===== src/rtl/int_pkg.sv =====
// Shared types and defaults for the vectored interrupt controller.
// Pure declarations; no timing or flow control.
package int_pkg;

    typedef enum logic [1:0] {
        IDLE   = 2'd0,
        ENTER  = 2'd1,
        ACTIVE = 2'd2
    } state_t;

    localparam int              NSRC_DEF       = 4;
    localparam int              PCW_DEF        = 10;
    localparam logic [9:0]      VEC_BASE_DEF   = 10'h3C0;
    localparam int              VEC_STRIDE_DEF = 4;

endpackage


===== src/rtl/sync_edge.sv =====
// Single-bit 2-flop synchronizer with rising-edge detect; o_rise is valid
// two clocks after the input rises and lasts one cycle. No backpressure.
module sync_edge (
    input  logic clk,
    input  logic reset,
    input  logic i_d,
    output logic o_rise
);

    logic r_s1;
    logic r_s2;
    logic r_s3;

    always_ff @(posedge clk or posedge reset) begin
        if (reset) begin
            r_s1 <= 1'b0;
            r_s2 <= 1'b0;
            r_s3 <= 1'b0;
        end else begin
            r_s1 <= i_d;
            r_s2 <= r_s1;
            r_s3 <= r_s2;
        end
    end

    assign o_rise = r_s2 & ~r_s3;

endmodule


===== src/rtl/int_ctrl.sv =====
// One-level vectored interrupt controller: edge capture, fixed priority, PC/Z save
// and restore. Entry pulse one cycle after selection; ret honoured combinationally.
module int_ctrl
    import int_pkg::*;
#(
    parameter int             NSRC       = NSRC_DEF,
    parameter int             PCW        = PCW_DEF,
    parameter logic [PCW-1:0] VEC_BASE   = PCW'(VEC_BASE_DEF),
    parameter int             VEC_STRIDE = VEC_STRIDE_DEF
) (
    input  logic            clk,
    input  logic            reset,
    input  logic [NSRC-1:0] irq_src,
    input  logic            mask_we,
    input  logic [NSRC-1:0] mask_d,
    input  logic [PCW-1:0]  pc_next,
    input  logic            z_in,
    input  logic            ret,
    output logic            take,
    output logic [PCW-1:0]  vec,
    output logic            pc_ret_sel,
    output logic [PCW-1:0]  pc_ret,
    output logic            z_restore,
    output logic            z_ret,
    output logic [NSRC-1:0] mask_q,
    output logic [NSRC-1:0] pend_q,
    output logic            busy
);

    localparam int IDXW = (NSRC > 1) ? $clog2(NSRC) : 1;

    state_t          r_state;
    state_t          w_state_nxt;
    logic [IDXW-1:0] r_idx;
    logic [IDXW-1:0] w_win_idx;
    logic [NSRC-1:0] r_mask;
    logic [NSRC-1:0] r_pend;
    logic [NSRC-1:0] w_rise;
    logic [NSRC-1:0] w_req;
    logic [NSRC-1:0] w_clr;
    logic [PCW-1:0]  r_saved_pc;
    logic            r_saved_z;
    logic            w_enter;
    logic [PCW-1:0]  w_vec_calc;

    generate
        for (genvar gi = 0; gi < NSRC; gi++) begin : g_sync
            sync_edge u_sync (
                .clk    (clk),
                .reset  (reset),
                .i_d    (irq_src[gi]),
                .o_rise (w_rise[gi])
            );
        end
    endgenerate

    assign w_req = r_pend & r_mask;

    // Scan high to low so the lowest set index wins.
    always_comb begin
        w_win_idx = '0;
        for (int i = NSRC - 1; i >= 0; i--) begin
            if (w_req[i]) begin
                w_win_idx = IDXW'(i);
            end
        end
    end

    assign w_enter = (r_state == IDLE) && (|w_req);
    assign w_clr   = w_enter ? (NSRC'(1) << w_win_idx) : '0;

    always_ff @(posedge clk or posedge reset) begin
        if (reset) begin
            r_state    <= IDLE;
            r_idx      <= '0;
            r_mask     <= '0;
            r_pend     <= '0;
            r_saved_pc <= '0;
            r_saved_z  <= 1'b0;
        end else begin
            r_state <= w_state_nxt;
            // A fresh edge in the clearing cycle must not be lost.
            r_pend  <= (r_pend & ~w_clr) | w_rise;
            if (mask_we) begin
                r_mask <= mask_d;
            end
            if (w_enter) begin
                r_idx      <= w_win_idx;
                r_saved_pc <= pc_next;
                r_saved_z  <= z_in;
            end
        end
    end

    always_comb begin
        w_state_nxt = r_state;
        take        = 1'b0;
        pc_ret_sel  = 1'b0;
        z_restore   = 1'b0;
        busy        = 1'b0;
        case (r_state)
            IDLE: begin
                if (|w_req) begin
                    w_state_nxt = ENTER;
                end
            end
            ENTER: begin
                take        = 1'b1;
                busy        = 1'b1;
                w_state_nxt = ACTIVE;
            end
            ACTIVE: begin
                busy = 1'b1;
                if (ret) begin
                    pc_ret_sel  = 1'b1;
                    z_restore   = 1'b1;
                    w_state_nxt = IDLE;
                end
            end
            default: begin
                w_state_nxt = IDLE;
            end
        endcase
    end

    assign w_vec_calc = VEC_BASE + PCW'(r_idx) * PCW'(VEC_STRIDE);
    assign vec        = take ? w_vec_calc : '0;
    assign pc_ret     = r_saved_pc;
    assign z_ret      = r_saved_z;
    assign mask_q     = r_mask;
    assign pend_q     = r_pend;

endmodule


===== config.mk =====
export PLATFORM = sky130hd
export DESIGN_NAME = int_ctrl
export DESIGN_NICKNAME = d
export VERILOG_FILES = /design/src/rtl/int_pkg.sv /design/src/rtl/sync_edge.sv /design/src/rtl/int_ctrl.sv
export SDC_FILE = /design/constraint.sdc
export NUM_CORES = 1
export LEC_CHECK = 0
export BUFFER_PORTS_ARGS = -buffer_cell sky130_fd_sc_hd__buf_2
export CAP_MARGIN = 30
export CORE_AREA = 10 10 77 105
export CTS_BUF_LIST = sky130_fd_sc_hd__clkbuf_16
export CTS_CLUSTER_DIAMETER = 60
export DETAILED_ROUTE_END_ITERATION = 10
export DIE_AREA = 0 0 87 115
export PLACE_DENSITY_LB_ADDON = 0.08
export RECOVER_POWER = 100
export SLEW_MARGIN = 20
export SYNTH_ARGS = -nofsm -noshare
export SYNTH_HDL_FRONTEND = slang
export SYNTH_HIERARCHICAL = 1
export SYNTH_SLANG_ARGS = --single-unit

===== constraint.sdc =====
create_clock -name clk -period 2.05 [get_ports clk]
set_input_delay 0.41 -clock clk [delete_from_list [all_inputs] [get_ports clk]]
set_output_delay 0.41 -clock clk [all_outputs]
set_load 0.03 [all_outputs]

After elaboration in Yosys (flattened, before gate mapping)
Cells that the tools add are included.
{"block": "op_classes", "addsub": 1, "multipliers": 0, "n_div": 0, "n_lt_le_gt_ge": 0, "eq_ne": 4, "n_shift": 1, "mux": 13, "n_bitwise": 12, "reduce_logical": 5}
{"op": "$mux W2", "count": 6}
{"op": "$mux W10", "count": 1}
{"op": "$add A7 B5 Y8 const A", "count": 1}
{"op": "$and A4 B4 Y4", "count": 2}
{"op": "$pmux W2 S3", "count": 1}
{"op": "$and A1 B1 Y1", "count": 4}
{"op": "$mux W1", "count": 4}
{"op": "$mux W4", "count": 1}
{"op": "$not A1 Y1", "count": 4}
{"op": "$not A4 Y4", "count": 1}
{"op": "$or A4 B4 Y4", "count": 1}
{"op": "$reduce_or A4 Y1", "count": 1}
{"op": "$shl A1 B2 Y4 const A", "count": 1}
{"op": "$eq A2 B1 Y1 const B", "count": 1}
{"op": "$eq A2 B2 Y1 const B", "count": 1}
{"op": "$logic_not A2 Y1", "count": 1}
{"op": "$ne A2 B1 Y1 const B", "count": 1}
{"op": "$ne A2 B2 Y1 const B", "count": 1}
{"op": "$reduce_and A2 Y1", "count": 1}
{"op": "$reduce_or A2 Y1", "count": 1}
{"op": "$logic_and A1 B1 Y1", "count": 1}
{"block": "totals", "ff_bits": 35, "latchBits": 0, "ram_bits": 0, "mem_bits_ro": 0, "output_inout_bits": 33, "wordCells": 54, "mem_count": 0}

Logic depth before layout (Yosys ltp)
Gate-level depths: netlist of run 1.
{"block": "depth", "ltp_word": 10, "mapped_depth": 6, "depth_no_buf": 5}

By module
The synthesis of run 1 kept the hierarchy.
{"module": "int_ctrl", "instances": 1, "cells_each": 87, "area_each_um2": 1132.3, "seq_area_each_um2": 575.6}
{"module": "sync_edge", "instances": 4, "cells_each": 5, "area_each_um2": 92.6, "seq_area_each_um2": 75.1}

Worst setup path after synthesis of run 1
No wires, ideal clock.
{"block": "synth_path", "path_kind": "register -> output", "startpoint": "register r_state[1]", "endpoint": "output vec[2]", "arrival_ns": 1.247, "path_slack_ns": 0.393, "path_stages_with_launch": 4, "path_buffers": 0, "cell_sequence": "dfrtp_1 -> inv_1 -> ha_1 -> and2_1"}
{"block": "synth_via", "elab_chain_len": 3}
{"item": "start: declaration", "line": "int_ctrl.sv:32", "text": "state_t r_state;"}
{"item": "start signal: assignment", "line": "int_ctrl.sv:81", "text": "r_state <= w_state_nxt;"}
{"item": "$eq A2 B1 Y1", "line": "int_ctrl.sv:101", "text": "case (r_state)"}
{"item": "$mux W1", "line": "int_ctrl.sv:101"}
{"item": "named net take", "line": "int_ctrl.sv:19", "text": "output logic take,"}
{"item": "$mux W10", "line": "int_ctrl.sv:127", "text": "assign vec = take ? w_vec_calc : '0;"}
{"item": "end: declaration", "line": "int_ctrl.sv:20", "text": "output logic [PCW-1:0] vec,"}
The timed path passes the listed nets, and every way through them passes these cells.

Worst setup path in the final report of run 1
{"block": "layout_path", "startpoint": "register r_pend[3] (netlist: pend_q[3])", "endpoint": "register r_saved_pc[0] (netlist: pc_ret[0])"}
{"block": "layout_via", "elab_chain_len": 3}
{"item": "start: declaration", "line": "int_ctrl.sv:37", "text": "logic [NSRC-1:0] r_pend;"}
{"item": "start signal: assignment", "line": "int_ctrl.sv:83", "text": "r_pend <= (r_pend & ~w_clr) | w_rise;"}
{"item": "$and A4 B4 Y4", "line": "int_ctrl.sv:57", "text": "assign w_req = r_pend & r_mask;"}
{"item": "$reduce_or A4 Y1", "line": "int_ctrl.sv:69", "text": "assign w_enter = (r_state == IDLE) && (|w_req);"}
{"item": "$logic_and A1 B1 Y1", "line": "int_ctrl.sv:69"}
{"item": "end signal: assignment", "line": "int_ctrl.sv:89", "text": "r_saved_pc <= pc_next;"}
{"item": "end: declaration", "line": "int_ctrl.sv:41", "text": "logic [PCW-1:0] r_saved_pc;"}
Every way passes these cells.
A chain may end at the register's enable or synchronous reset.

==> key figures, run 1 <==
Status
  – Status: completed

GRT
  – Vias in the first global route: ~1,100
  – Total track usage: between 7 and 8%
  – Initial antenna violation count: 0
  – First-pass GRT wire length: ~5.4 mm
  – Largest net degree at the start of global routing: 21
  – Remaining Overflow, GRT: 0

Yosys
  – Mapped Cells: roughly 110
  – Post-Synth XOR/XNOR Area: 0%
  – Synthesized area: ~1500 um2
  – Ys Warns: 6
  – Sequential share of the synthesized area: 58.28%
  – Main combinational cell family by area after synthesis: multiplexers
  – Area fraction in compound gates after synthesis: around 6.8%
  – Mux contribution to synthesized area: between 10% and 20%
  – Avg Inst Size Synth: 14.04 um2
  – Yosys reg bits: 35
  – Post-synthesis simple-gate area fraction: around 9%
  – Post-Synth Adder-Cell Area: 3.331%
  – Netlist cell types: 24

CTS
  – Post-CTS Hold Buffers: 0
  – CTS buffer count: 5
  – H-Tree Depth: 2
  – Post-CTS setup buffers: 0
  – CTS clk-pin slew, worst paths: about 0.050 ns
  – Post_cts resized: 0
  – CTS tree: done
  – Max Root-Sink Buffers: 2
  – Clk sinks: 35
  – Root Buffer Master: clkbuf_16
  – Worst-Skew Late Latency: 0.27 ns

Timing
  – Endpoints failing setup: 0
  – Clock Skew: roughly 0.0026 ns
  – Setup_tns: 0 ns
  – Final Cycle Share: 92.26%
  – Max_slew headroom: between 20% and 30%
  – Max Fclk: approximately 530 MHz
  – Max Slew Vio Count: 0
  – Final hold viol count: 0
  – Min Tclk post-route: around 1.9 ns
  – Fin worst setup slack: approximately 0.16 ns
  – Worst-margin pin slew: 1.138 ns
  – RSZ-0062 raised after global routing: no

Route
  – Post-DR wirelength/cell: approximately 15 um
  – Post-route ant nets: 0
  – TritonRoute pass-1 iters: 4
  – Via density: roughly 4.0
  – Iteration-0 DRC Markers: 17
  – Routed wire length: between 3 and 4 mm
  – Vias: between 900 and 1,000
  – Drc violations: 0

Floorplanning
  – Die area: ~10,000 um2
  – # rows: 34
  – Die W: 87 um
  – I/O Pins: 56
  – Initial Util: around a quarter
  – Die Y: between 100 and 150 um
  – Core Footprint: 6168 um2

Final layout
  – Multi-input gate area: between 400 and 500 um2
  – P&R area growth vs syn: 22.81%
  – Layout cells sized above 1: roughly 29%
  – Antenna Cells: 0
  – Filler cell count: 643
  – Sequential Area: roughly 880 um2
  – Commonest non-fill, non-tap cells in the layout: dfrtp_1 (35), clkbuf_1 (27), buf_2 (23)
  – Layout Cells excl Fill: 233
  – Nets: roughly 190
  – Most common cell after layout, fill and taps aside: dfrtp_1
  – Final Instance Area: roughly 1800 um2

Place
  – Final HPWL DP: roughly 2.8 mm
  – Port Buf Inserts: around 50
  – Final GP Congestion: 0.6934
  – Post-DP Area: 1787 um2
  – Post-Place Setup Slack: roughly 0.34 ns
  – Placed Cells incl. Taps: around 230

Setup path
  – R2R setup slack: roughly 0.16 ns
  – Reg-to-Reg End: pc_ret[0]
  – Crit-path cells: a22o_4 -> o21ai_0 -> buf_4 -> mux2_1
  – Worst Setup Start Kind: flip-flop
  – Reg-to-reg startpoint: pend_q[3]
  – CP Class: flip-flop to flip-flop
  – CP max-delay cell: o21ai_0
  – Worst Reg-to-Reg Cells: 4
  – Crit Path Max Fanout: 10
  – Crit path DAT: 2.04 ns
  – CP Data Required Time: between 2 and 2.5 ns
  – Max stage delay on crit path: ~0.44 ns
  – Crit end category: flip-flop

Power and ir drop
  – Psw: between 1 and 1.5 mW
  – Part of the power in registers: between 30% and 40%
  – Leak: roughly 0.87 nW
  – Worst VDD drop: around 0.47 mV
  – Pint: roughly 1.7 mW
  – PD cells: ~1600 nW/um2
  – Switching share of power: between 40% and 50%
  – Power share of the clock group: about 23%
  – Logic pwr share: a little over two fifths

Run
  – Max cap viols: 0

Hold path
  – Worst hold path class: input pin to asynchronous set/reset pin
==> layer usage <==
metal | global-route usage (%) | up-vias | share of wire [%]
li1 | - | 447 | -
met4 | 2.925 | 0 | 1.2
met1 | 6.956 | 445 | 37
met3 | 3.609 | 4 | 9.8
met2 | 12.25 | 40 | 52
met5 | 0 | - | 0
==> registers in the layout, indices dropped and copies added, names as in the netlist <==
| signal | cells |
|---|---|
| pend_q | 4 |
| g_sync.u_sync/r_s2 | 4 |
| r_state | 2 |
| mask_q | 4 |
| r_idx | 2 |
| g_sync.u_sync/r_s3 | 4 |
| g_sync.u_sync/r_s1 | 4 |
| z_ret | 1 |
| pc_ret | 10 |
==> critical path: cells and delay by family (launching register included) <==
family          cells  cell delay, ns
compound gates      2            0.72
buf+inv             1            0.28
flops               1            0.43
mux                 1            0.34
==> metrics by stage <==
step,util [%],hold WS (ns),power [mW]
after floorplan,-,0.1636,2.265
after global placement,28.97,0.3284,2.563
after detailed placement,28.97,0.3342,2.593
after CTS,31.18,0.04013,3.310
after global routing,29.92,0.08166,3.243
final,29.92,0.06427,3.039
==> worst max-delay path by stage <==
| stage | end | startpoint | slack [ns] |
|---|---|---|---|
| floorplan | vec[2] | r_state[1] | 0.39 |
| global placement | r_state[1] | r_state[0] | 0.34 |
| detailed placement | r_state[1] | r_state[0] | 0.34 |
| CTS | vec[3] | r_state[1] | 0.15 |
| global route | vec[3] | r_state[1] | 0.06 |
| finish | pc_ret[0] | pend_q[3] | 0.16 |
==> power by group through the flow <==
stage | clock [mW] | combinational (mW) | sequential [mW]
final | 0.687 | 1.31 | 1.04
after global routing | 0.759 | 1.42 | 1.07
after CTS | 0.721 | 1.55 | 1.04
after detailed placement | 0 | 1.54 | 1.05
after global placement | 0 | 1.52 | 1.05
after floorplan | 0 | 0.922 | 1.34
==> Yosys cell counts (all sizes together) <==
master,count,area (um2)
a21o,3,23.77
a21oi,4,20.02
a22o,2,26.28
a31oi,1,6.260
and2,4,25.02
and3,1,6.260
buf,10,87.58
conb,1,3.750
dfrtp,35,875.8
ha,4,50.05
inv,7,26.28
mux2,17,221.5
nand2,6,22.52
nand3,1,5.000
nand3b,1,7.510
nor2,2,7.510
nor2b,5,61.31
o21ai,3,26.28
==> cell type report <==
cell class	instances	share of cell area, %
flip-flops and latches	35	47.46
multi-input cells	58	26.17
repair buffers	53	12.68
clock buffers	5	6.780
well taps	72	4.881
inverters	7	1.424
clock inverters	3	0.6102
==> cells by family after synthesis <==
logic type,count (synthesis)
buf+inv,17
fa+ha+maj,4
mux,17
compound gates,13
flops,35
other cells,1
simple gates,20
(Power assumes the default switching activity.)
==> run 2, diff against run 1 <==
- PLACE_DENSITY: not set -> 0.5
- PLACE_DENSITY_LB_ADDON: 0.08 -> not set
==> run 2 against run 1 <==
Compared with the run above: power increased by 1.9%; critical path type is now flip-flop to output pin; wire length decreased by 4.2%; cell count unchanged; setup slack improved by 0.058 ns; die area unchanged; clock power increased by 4.9%; non-clock buffer count unchanged; maximum frequency increased by 3.1%; via count decreased by 0.43%.
==> key figures, run 2 (synthesis gave the netlist of run 1 again) <==
Status
  – Status: completed

Floorplanning
  – Die area: 10,010 um2
  – Core Footprint: just over 6000 um2
  – I/O Pins: between 50 and 60
  – Initial Util: 24.36%
  – Die Y: 115 um
  – Die W: ~87 um
  – # rows: 34

Setup path
  – CP Class: flip-flop to output pin
  – CP max-delay cell: dfrtp_1
  – Crit path DAT: about 1.4 ns
  – Reg-to-reg startpoint: pend_q[3]
  – Crit-path cells: inv_1 -> ha_1 -> and2_1 -> clkbuf_2
  – Crit path from: r_state[1]
  – CP delay by family, top: flip-flops
  – Crit Path Max Fanout: 8
  – Buf+Inv Stages, Crit Path: 2
  – CP Data Required Time: ~1.6 ns
  – Max stage delay on crit path: just under 0.4 ns
  – Crit end category: output pin
  – Worst Setup Start Kind: flip-flop

Route
  – Routed wire length: 3.401 mm
  – Vias: slightly above 900
  – Drc violations: 0
  – Via density: around 4
  – Post-DR wirelength/cell: between 10 and 15 um
  – Post-route ant nets: 0
  – TritonRoute pass-1 iters: 4
  – Iteration-0 DRC Markers: 19

CTS
  – Root Buffer Master: clkbuf_16
  – Worst-Skew Late Latency: about 0.27 ns
  – CTS clk-pin slew, worst paths: approximately 0.060 ns
  – CTS buffer count: 5
  – CTS tree: done
  – Post-CTS Hold Buffers: 0
  – Max Root-Sink Buffers: 2
  – Post_cts resized: 0
  – H-Tree Depth: 2
  – Clk sinks: 35
  – Post-CTS setup buffers: 0

Final layout
  – Multi-input gate area: between 400 and 500 um2
  – Filler cell count: between 600 and 700
  – Nets: 187
  – Largest register FFs: 10
  – P&R area growth vs syn: 23.48%
  – Commonest non-fill, non-tap cells in the layout: dfrtp_1 (35), clkbuf_1 (29), buf_2 (21)
  – Most common cell after layout, fill and taps aside: dfrtp_1
  – Layout cells sized above 1: a little under a third
  – Antenna Cells: 0
  – Sequential Area: 875.8 um2

Power and ir drop
  – Worst VDD drop: just under 0.6 mV
  – PD cells: roughly 1700 nW/um2
  – Leak: ~0.86 nW

Timing
  – Setup_tns: 0 ns
  – Clock Skew: 0.005601 ns
  – Max_slew headroom: 13.61%
  – Final Cycle Share: roughly 89%
  – Max Slew Vio Count: 0
  – Max Fclk: around 550 MHz
  – Final hold viol count: 0
  – Worst hold margin: roughly 0.054 ns
  – Worst-margin pin slew: around 1.3 ns
  – Min Tclk post-route: approximately 1.8 ns
  – Endpoints failing setup: 0
  – RSZ-0062 raised after global routing: no

GRT
  – Total track usage: ~6.9%
  – Largest net degree at the start of global routing: 24
  – Remaining Overflow, GRT: 0
  – First-pass GRT wire length: between 5 and 6 mm
  – Vias in the first global route: around 1,100
  – Initial antenna violation count: 0

Place
  – Port Buf Inserts: 51
  – Final GP Congestion: ~0.74
  – Final HPWL DP: 2.715 mm

Hold path
  – Worst hold path class: input pin to asynchronous set/reset pin

Run
  – Max cap viols: 0
[run 2: area by class of cell]
cell class	instances	share of cell area, %
clock buffer	5	6.743
clock inverter	3	1.079
inverter	7	1.416
multi-input combinational	58	26.23
sequential	35	47.20
tap	72	4.855
timing repair buffer	53	12.47
[run 2: per-layer routing]
layer,global-route usage (%),vias up,wire length (um)
li1,-,444,-
met1,6.535,456,1319
met2,12.30,30,1777
met3,3.185,2,273
met4,3.250,0,29
met5,0,-,0
[run 2: path summary, 6_finish.rpt]
kind,endpoint,slack [ns],cells past startpoint
worst max-delay path,vec[2],0.22,4
worst min-delay path,g_sync[1].u_sync/r_s1,0.05,2
worst max register to register,pc_ret[1],0.24,4
worst min register to register,g_sync[3].u_sync/r_s2,0.35,0
max in group asynchronous,r_idx[1],0.66,3
min in group clk,g_sync[1].u_sync/r_s1,0.24,1
[run 2: report_power, final]
part           internal [mW]  total [mW]  switching (mW)
Sequential             0.901        1.05           0.144
Combinational          0.424        1.33           0.908
Clock                  0.447       0.721           0.275
Total                   1.77        3.10            1.33
[run 2: per-stage QoR]
stage | utilization (%) | worst slack (ns) | std cells | power (mW) | area (um2)
floorplan | - | 0.3931 | 110 | 2.265 | 1514
global placement | 28.97 | 0.3745 | 225 | 2.577 | 1787
detailed placement | 28.97 | 0.3512 | 225 | 2.580 | 1787
CTS | 31.32 | 0.2247 | 233 | 3.332 | 1932
global route | 30.08 | 0.08248 | 233 | 3.310 | 1856
finish | 30.08 | 0.2163 | 233 | 3.098 | 1856
==> run 3, diff against run 2 <==
==> constraint.sdc (replaced) <==
create_clock -name clk -period 2.05 [get_ports clk]
set_input_delay 0 -clock clk [delete_from_list [all_inputs] [get_ports clk]]
set_output_delay 0 -clock clk [all_outputs]
set_load 0.03 [all_outputs]
==> run 3 against run 2 <==
Compared with the run above: power grew 4.0%; die area is the same; global-route usage grew 0.39 points; via count grew 11%; wire length grew 5.8%; first-iteration DRC count grew 120%; sequential power is essentially flat.
==> key figures, run 3 (synthesis gave the netlist of run 1 again) <==
Place
  – Final GP Congestion: 0.7424
  – Final HPWL DP: approximately 2.7 mm
  – Post-Place Setup Slack: roughly 0.36 ns
  – Port Buf Inserts: 51

Floorplanning
  – Die W: 87 um
  – Die Y: approximately 120 um
  – Core Footprint: 6168 um2
  – I/O Pins: 56
  – Initial Util: roughly a quarter
  – Die area: 10,010 um2
  – # rows: 34

Power and ir drop
  – Worst VDD drop: 0.6433 mV
  – Leak: 0.9454 nW
  – PD cells: approximately 1600 nW/um2

CTS
  – CTS tree: done
  – Post-CTS setup buffers: 0
  – Max Root-Sink Buffers: 2
  – Root Buffer Master: clkbuf_16
  – CTS clk-pin slew, worst paths: about 0.050 ns
  – Clk sinks: 35
  – H-Tree Depth: 2
  – Post-CTS Hold Buffers: 20
  – Post_cts resized: 0
  – Worst-Skew Late Latency: 0.27 ns
  – CTS buffer count: 5

Hold path
  – Worst hold path class: input pin to flip-flop

Final layout
  – Layout cells sized above 1: around a quarter
  – P&R area growth vs syn: 37.80%
  – Most common cell after layout, fill and taps aside: dfrtp_1
  – Largest register FFs: 10
  – Multi-input gate area: 490.5 um2
  – Filler cell count: approximately 620
  – Nets: around 210
  – Commonest non-fill, non-tap cells in the layout: dfrtp_1 (35), clkbuf_1 (31), buf_2 (21)
  – Sequential Area: approximately 900 um2

Route
  – Vias: between 1,000 and 1,500
  – Post-DR wirelength/cell: about 14 um
  – Drc violations: 0
  – Routed wire length: roughly 3.6 mm
  – Iteration-0 DRC Markers: just over 40
  – Via density: a little over 4
  – Post-route ant nets: 0
  – TritonRoute pass-1 iters: 4

Timing
  – Endpoints failing setup: 0
  – RSZ-0062 raised after global routing: no
  – Worst-margin pin slew: between 1 and 1.5 ns
  – Final hold viol count: 0
  – Max Slew Vio Count: 0
  – Max_slew headroom: between 15 and 20%
  – Setup_tns: 0 ns
  – Min Tclk post-route: approximately 1.7 ns
  – Final Cycle Share: 82.50%
  – Max Fclk: between 500 and 600 MHz
  – Fin worst setup slack: about 0.36 ns
  – Clock Skew: 0.003585 ns

Setup path
  – Crit end category: flip-flop
  – Crit-path cells: inv_1 -> ha_1 -> and3_1 -> a21oi_1 -> mux2_2
  – Buf+Inv Stages, Crit Path: 1
  – Max stage delay on crit path: roughly 0.37 ns
  – CP Data Required Time: approximately 2.2 ns
  – Worst Setup Start Kind: flip-flop
  – R2R setup slack: 0.36 ns
  – Crit Path Max Fanout: 6
  – Crit path DAT: 1.85 ns
  – CP Class: flip-flop to flip-flop
  – CP delay by family, top: multiplexers
  – CP max-delay cell: mux2_2

GRT
  – Largest net degree at the start of global routing: 24
  – Vias in the first global route: about 1,200
  – Remaining Overflow, GRT: 0
  – First-pass GRT wire length: ~5.7 mm
  – Initial antenna violation count: 0
  – Total track usage: ~7.3%

Status
  – Status: completed

Run
  – Max cap viols: 0
run 3: cell types whose count changed in the layout (fill, tap and decap cells not counted):
cell	delta
dlygate4sd3_1	+20
bufinv_16	+1
diode_2	+1
o21ai_4	+1
clkinvlp_4	-2
clkbuf_2	-2
mux2_1	+1
clkinv_1	+1
buf_4	-1
o21ai_2	-1
clkbuf_1	+2
mux2_4	-1
run 3: area by class of cell:
class / count / area share, %
well taps: 72 / 4.350
multi-input cells: 58 / 23.69
repair buffers: 72 / 20.36
clock inverters: 3 / 1.873
flip-flops and latches: 35 / 42.30
inverters: 7 / 1.269
clock buffers: 5 / 6.042
diodes: 1 / 0.1208
run 3: routing by layer:
layer	GRT usage, %	wire length [um]	up-vias
met5	0	0	-
met4	4.225	110	0
met3	2.760	283	10
met2	12.89	1833	37
met1	7.058	1370	503
li1	-	-	484
run 3: worst register-to-register path: stages, from the launching register on:
cell and delay [ns]:
dfrtp_1 0.36, inv_1 0.08, ha_1 0.30, and3_1 0.22, a21oi_1 0.25, mux2_2 0.37
run 3: final timing paths:
kind / from / end / cells after the start
setup / recovery: r_state[0] / r_state[0] / 5
hold / removal: mask_we / mask_q[1] / 2
setup reg to reg: r_state[0] / r_state[0] / 5
hold reg to reg: g_sync[3].u_sync/r_s1 / g_sync[3].u_sync/r_s2 / 0
max in group asynchronous: reset / pc_ret[7] / 4
min in group asynchronous: reset / g_sync[0].u_sync/r_s3 / 3
run 3: per-stage QoR:
step | util (%) | instances | hold WS, ns | power [mW] | cell area, um2
finish | 33.57 | 253 | 0.06553 | 3.221 | 2071
global route | 33.53 | 252 | 0.08532 | 3.428 | 2068
CTS | 34.75 | 252 | 0.06909 | 3.445 | 2143
detailed placement | 28.84 | 224 | -0.08684 | 2.567 | 1779
floorplan | - | 110 | -0.2464 | 2.265 | 1514
global placement | 28.84 | 224 | -0.08458 | 2.553 | 1779
run 3: power breakdown:
group / internal [mW] / switching, mW
Clock: 0.566 / 0.261
Sequential: 0.901 / 0.141
Combinational: 0.425 / 0.927
